==> src/rtl/order_book_pkg.sv <==
// Shared order book types and defaults, used by the arbiter, the update engine
// and the host-side peripheral.
package order_book_pkg;

    localparam int unsigned ORDER_SIZE_DEFAULT = 128;
    localparam int unsigned ADDR_W_DEFAULT     = 7;

    typedef logic [ORDER_SIZE_DEFAULT-1:0] ob_entry_t;
    typedef logic [ADDR_W_DEFAULT-1:0]     ob_addr_t;

    typedef enum logic [1:0] {
        IDLE,
        HOST_RD,
        HOST_CAP,
        HOST_DONE
    } arb_state_t;

endpackage

==> src/rtl/ob_prio_grant.sv <==
// Update-priority grant with a starvation bound: at most MAX_STARVE consecutive
// update grants while a host read waits, then the host is granted.
module ob_prio_grant
    import order_book_pkg::*;
#(
    parameter int unsigned MAX_STARVE = 4
) (
    input  logic clk,
    input  logic reset,
    input  logic i_idle,
    input  logic i_host_req,
    input  logic i_upd_valid,
    output logic o_grant_upd,
    output logic o_grant_host
);

    localparam int unsigned CNT_W = (MAX_STARVE < 1) ? 1 : $clog2(MAX_STARVE + 1);

    logic [CNT_W-1:0] r_starve_cnt;
    logic             w_below;

    assign w_below = 32'(r_starve_cnt) < MAX_STARVE;

    always_comb begin
        o_grant_upd  = i_idle & i_upd_valid & (~i_host_req | w_below);
        o_grant_host = i_idle & i_host_req & ~o_grant_upd;
    end

    // Counts only update grants that bypass a waiting host; w_below makes it saturate.
    always_ff @(posedge clk or negedge reset) begin
        if (!reset) begin
            r_starve_cnt <= '0;
        end else if (o_grant_host) begin
            r_starve_cnt <= '0;
        end else if (o_grant_upd && i_host_req && w_below) begin
            r_starve_cnt <= r_starve_cnt + 1'b1;
        end
    end

endmodule

==> src/rtl/order_book_mem_arbiter.sv <==
// Single-port order book RAM arbiter: update writes vs. Avalon-MM host reads.
// Define ORDER_BOOK_STALL_CNT_EN to add the host_stall_cnt output.
module order_book_mem_arbiter
    import order_book_pkg::*;
#(
    parameter int unsigned ORDER_SIZE = ORDER_SIZE_DEFAULT,
    parameter int unsigned ADDR_W     = ADDR_W_DEFAULT,
    parameter int unsigned MAX_STARVE = 4
) (
    input  logic                  clk,
    input  logic                  reset,
    input  logic                  host_chipselect,
    input  logic                  host_read,
    input  logic [ADDR_W-1:0]     host_address,
    output logic [ORDER_SIZE-1:0] host_readdata,
    output logic                  host_waitrequest,
    input  logic                  upd_valid,
    output logic                  upd_ready,
    input  logic [ADDR_W-1:0]     upd_addr,
    input  logic [ORDER_SIZE-1:0] upd_wdata,
    output logic [ADDR_W-1:0]     ram_addr,
    output logic                  ram_we,
    output logic [ORDER_SIZE-1:0] ram_wdata,
    input  logic [ORDER_SIZE-1:0] ram_rdata
`ifdef ORDER_BOOK_STALL_CNT_EN
    ,
    output logic [31:0]           host_stall_cnt
`endif
);

    arb_state_t            r_state;
    arb_state_t            w_state_next;
    logic [ADDR_W-1:0]     r_ram_addr;
    logic                  r_ram_we;
    logic [ORDER_SIZE-1:0] r_ram_wdata;
    logic [ORDER_SIZE-1:0] r_host_readdata;

    logic w_host_req;
    logic w_idle;
    logic w_grant_upd;
    logic w_grant_host;
    logic w_upd_xfer;

    assign w_host_req = host_chipselect & host_read;
    assign w_idle     = (r_state == IDLE);

    ob_prio_grant #(
        .MAX_STARVE (MAX_STARVE)
    ) u_prio_grant (
        .clk          (clk),
        .reset        (reset),
        .i_idle       (w_idle),
        .i_host_req   (w_host_req),
        .i_upd_valid  (upd_valid),
        .o_grant_upd  (w_grant_upd),
        .o_grant_host (w_grant_host)
    );

    // Gated by reset so the handshake is quiet while reset is held.
    assign upd_ready  = reset & w_grant_upd;
    assign w_upd_xfer = upd_valid & upd_ready;

    always_comb begin
        w_state_next = r_state;
        case (r_state)
            IDLE:      if (w_grant_host) w_state_next = HOST_RD;
            HOST_RD:   w_state_next = HOST_CAP;
            HOST_CAP:  w_state_next = HOST_DONE;
            HOST_DONE: w_state_next = IDLE;
            default:   w_state_next = IDLE;
        endcase
    end

    always_ff @(posedge clk or negedge reset) begin
        if (!reset) begin
            r_state         <= IDLE;
            r_ram_addr      <= '0;
            r_ram_we        <= 1'b0;
            r_ram_wdata     <= '0;
            r_host_readdata <= '0;
        end else begin
            r_state  <= w_state_next;
            r_ram_we <= w_upd_xfer;
            if (w_upd_xfer) begin
                r_ram_addr  <= upd_addr;
                r_ram_wdata <= upd_wdata;
            end else if (w_grant_host) begin
                r_ram_addr <= host_address;
            end
            // RAM data for the address presented in HOST_RD is valid during HOST_CAP.
            if (r_state == HOST_CAP) begin
                r_host_readdata <= ram_rdata;
            end
        end
    end

    assign ram_addr         = r_ram_addr;
    assign ram_we           = r_ram_we;
    assign ram_wdata        = r_ram_wdata;
    assign host_readdata    = r_host_readdata;
    assign host_waitrequest = (r_state != HOST_DONE);

`ifdef ORDER_BOOK_STALL_CNT_EN
    logic [31:0] r_stall_cnt;

    always_ff @(posedge clk or negedge reset) begin
        if (!reset) begin
            r_stall_cnt <= '0;
        end else if (w_host_req && host_waitrequest && (r_stall_cnt != 32'hFFFF_FFFF)) begin
            r_stall_cnt <= r_stall_cnt + 32'd1;
        end
    end

    assign host_stall_cnt = r_stall_cnt;
`endif

endmodule

==> config.mk <==
export PLATFORM = sky130hd
export DESIGN_NAME = order_book_mem_arbiter
export DESIGN_NICKNAME = d
export VERILOG_FILES = /design/src/rtl/order_book_pkg.sv /design/src/rtl/ob_prio_grant.sv /design/src/rtl/order_book_mem_arbiter.sv
export SDC_FILE = /design/constraint.sdc
export NUM_CORES = 1
export LEC_CHECK = 0
export BUFFER_PORTS_ARGS = -buffer_cell sky130_fd_sc_hd__buf_2
export CAP_MARGIN = 20
export CORE_AREA = 2 2 209 211
export CTS_CLUSTER_SIZE = 8
export DETAILED_ROUTE_END_ITERATION = 16
export DIE_AREA = 0 0 211 213
export SLEW_MARGIN = 30
export SYNTH_ARGS = -nofsm -noshare
export SYNTH_HDL_FRONTEND = slang
export SYNTH_SLANG_ARGS = --single-unit
==> constraint.sdc <==
create_clock -name clk -period 5.7 [get_ports clk]
set_input_delay 0.855 -clock clk [delete_from_list [all_inputs] [get_ports clk]]
set_output_delay 0.855 -clock clk [all_outputs]
set_load 0.005 [all_outputs]
Yosys cells after proc, flatten, opt, wreduce, memory -nomap -nowiden --
Cells that the tools add are included.
Cells by class: $add $sub $neg 1, $lt $le $gt $ge 1, equal/unequal tests 5, multiplexer cells 6, bitwise gates (word level) 10, reduce and logical (&&, ||, !) cells 5
Operators with widths (number):
- $mux 7 | 2
- $pmux 2 s4 | 1
- $and 1x1->1 | 7
- $mux 3 | 2
- $eq 2x2->1 const B | 2
- $ne 2x2->1 const B | 2
- $reduce_bool 2->1 | 2
- $add 3x1->3 const B | 1
- $lt 3x3->1 const B | 1
- $eq 2x1->1 const B | 1
- $logic_and 1x1->1 | 2
- $logic_not 2->1 | 1
- $mux 2 | 1
- $not 1->1 | 2
- $or 1x1->1 | 1
Word-level totals: bits in registers 269, input bits 275, output and inout bits 266, word-level logic and storage cells 34

Logic depth before layout (Yosys ltp) --
depth after elaboration 8, gate-level depth with buffers 7, mapped depth without buffers 6

Cells and area by module --
A second synthesis with hierarchy kept.
Unflattened totals: cells, all modules 603, area total of the unflattened synthesis 10292.4 um^2
By module, submodules not included:
- order_book_mem_arbiter | times used 1, cells each 590, area an instance 10142.2 um^2, sequential area each 6656.4 um^2
- ob_prio_grant | times used 1, cells each 13, area an instance 150.1 um^2, sequential area each 75.1 um^2

Worst setup path before layout --
Ideal clock, no wire load.
path type input -> register, start point input port upd_valid, end point register r_ram_wdata[0], in the netlist ram_wdata[0], setup time 0.127 ns, arrival 1.968 ns, required time 5.573 ns, slack 3.605 ns, stages 5, path buffers 2, path through nand3_1 a31oi_4 buf_6 buf_8 mux2_1
On the way: longest elaborated chain between the ends 4
Ends and longest elaborated chain:
- from (decl) | line order_book_mem_arbiter.sv:17 | input logic upd_valid,
- $and 1x1->1 (2 in series) | line ob_prio_grant.sv:25 | o_grant_upd = i_idle & i_upd_valid & (~i_host_req | w_below);
- $and 1x1->1 | line order_book_mem_arbiter.sv:60 | assign upd_ready = reset & w_grant_upd;
- $and 1x1->1 (*) | line order_book_mem_arbiter.sv:61 | assign w_upd_xfer = upd_valid & upd_ready;
- to (signal assigned) | line order_book_mem_arbiter.sv:86 | r_ram_wdata <= upd_wdata;
- to (decl) | line order_book_mem_arbiter.sv:35 | logic [ORDER_SIZE-1:0] r_ram_wdata;
Every way passes the cells marked *; elsewhere a longest branch is shown, timed or not. A chain may end at the register's enable or synchronous reset.

Worst setup path in the final report --
start point input port reset, end point output port upd_ready
On the way: longest elaborated chain between the ends 1
Ends and longest elaborated chain:
- from (decl) | line order_book_mem_arbiter.sv:11 | input logic reset,
- $and 1x1->1 | line order_book_mem_arbiter.sv:60
- to (decl) | line order_book_mem_arbiter.sv:18 | output logic upd_ready,
No other way between the ends.

==> out/metrics.cfg <==
[status]
status = finished clean

[critical_path]
cp_max_fo = 71
reg2reg_depth = 7
required_ps = 4850
path_class = input pin to output pin
worstSetupEndpointType = output pin
cp-start-kind = input pin
worstPathArrival_ps = 1920

[synth]
synth_cells = 598
synth_most_common_cell = dfrtp_1
synth_top_area_frac = 0.658
synthTopCellsByCount = dfrtp_1 (269), mux2_2 (170), mux2_1 (100), buf_2 (12), buf_8 (10)
yosysSeqAreaShare = 0.658
synth_top_cell_by_area = dfrtp_1
synth-seq-cells = 269
synth.area.top_cells = dfrtp_1 (66%), mux2_2 (19%), mux2_1 (11%)
synth_edf_count = 0
ys_types = 17
postSynth.asyncResetShare = 1.00
synth_fp_nets = 878
netlist_area_mm2 = 0.0102
syn_avg_cell_area_um2 = 17.1
synthFlopType = dfrtp_1
yosysWarnings = 0

[routing]
vias = 7019
drtIter0Drc = 282
first_pass_iters = 4
detail-route-antenna-nets = 0
drcViolationCount = 0
vias_per_cell = 4.12
wl_per_cell_um = 16.3
wirelength_mm = 27.7

[cells_and_area]
drive_above_1_share = 0.654
nFillCells = 4256
antenna_cells = 0
final_net_count = 1436
synthToLayoutAreaGrowth_pct = 41.6
post-route-util = 0.339

[die]
core-area_mm2 = 0.0427
initial_utilization = 0.239
io_pins = 541
die_w_um = 211
chipHeight_um = 213
dieArea_mm2 = 0.0449
rows = 76

[clock_network]
cts_tree = built
post_cts_resized = 0
hold_buffers = 0
cts_max_path_buffers = 3
cts.sinks = 269
postCtsSetupRepairBufs = 0
clk_latency_ps = 520
cts_root_buf = clkbuf_16
htreeDepth = 2
path_clk_slew_ps = 50
cts_made_buffers = 39

[global_route]
grt_pass1_wl_mm = 40.9
antenna_found_initial = 2
grt_pass1_vias = 7295
track_usage = 0.117
grt-ovfl-total = 0
grt_max_degree = 137

[sta]
finClkSkew_ps = 12.0
slew_headroom = 0.398
finalMaxSlewViolations = 0
finalHoldWorstSlack_ps = 305
setup_slack_ps = 2920
period_share = 0.487
max_freq_mhz = 360
rsz0062_at_grt = false
tns_ps = 0
fin_crit_ps = 2780
setup_viol = 0
tightest_slew_ps = 903
finalHoldViolCount = 0

[power]
p_leak_nw = 7.04
peakVddDrop_v = 0.000284
power_density_mw_per_mm2 = 564
total_power_mw = 8.16

[job]
maxCapViolCount = 0

[worst_hold_path]
hold_class = input pin to asynchronous set/reset pin

[place]
dp_hpwl_mm = 20.7
gp_congestion = 0.790
io_buffers = 540
pre_cts_slack_ps = 2460

metal layers:
metal,GRT usage,part of all wire,up-vias
met2,0.203,0.50,312
met1,0.133,0.39,3436
met5,0,0.00083,-
met4,0.0442,0.023,4
li1,-,-,3221
met3,0.0409,0.083,46
metrics by stage:
stage | area, um^2 | cells
6_report | 14500 | 1705
5_1_grt | 14500 | 1705
4_1_cts | 14500 | 1705
3_5_place_dp | 13400 | 1661
3_3_place_gp | 13400 | 1661
2_1_floorplan | 10200 | 598
worst max-delay path, stage by stage:
cell,delay (ps)
buf_8,420
nand3_1,250
a31oi_1,220
buf_2,170
worst paths after layout:
kind / start / end / slack (ps)
setup / recovery: reset / upd_ready / 2920
min in group clk: ram_wdata[38] / ram_wdata[38] / 470
setup reg to reg: r_state[0] / ram_addr[4] / 3150
max in group asynchronous: reset / ram_wdata[35] / 4280
hold / removal: reset / ram_wdata[44] / 310
hold reg to reg: ram_wdata[38] / ram_wdata[38] / 470
sequential cells by signal (all words and copies together), names as in the netlist:
name and count:
host_readdata 128, ram_we 1, r_state 2, ram_wdata 128, ram_addr 7, u_prio_grant.r_starve_cnt 3
logic make-up (layout without fill, tap and decap cells):
family                     Yosys count  in the layout  share of synthesized area
adders and majority gates            5              5                    0.00612
AOI/OAI and AO/OA                   10             10                    0.00661
and+or+nand+nor                     13             13                    0.00551
DFF                                269            269                      0.658
muxes                              270            270                      0.297
buffers and inverters               31            592                     0.0261
cell usage in the layout (no fill, tap or decap), drive strengths merged:
cell | Yosys | layout
a31oi | 2 | 2
buf | 26 | 545
clkbuf | 2 | 44
dfrtp | 269 | 269
ha | 5 | 5
inv | 3 | 3
mux2 | 270 | 270
nand2 | 9 | 9
nand2b | 1 | 1
nand3 | 2 | 2
nor2b | 1 | 1
o21ai | 8 | 8
cell type report:
cell class / instances / area (um^2) / area share
clock buffers: 44 / 1040 / 0.0716
repair buffers: 545 / 2780 / 0.192
flip-flops and latches: 269 / 6730 / 0.465
well taps: 546 / 683 / 0.0472
multi-input cells: 298 / 3240 / 0.224
inverters: 3 / 11.3 / 0.000778
power breakdown:
| group | switching (mW) | internal (mW) |
|---|---|---|
| Clock | 0.759 | 1.26 |
| Combinational | 1.18 | 1.62 |
| Sequential | 0.458 | 2.90 |
| Total | 2.39 | 5.77 |
No activity file was read; power rests on OpenSTA's default activity.
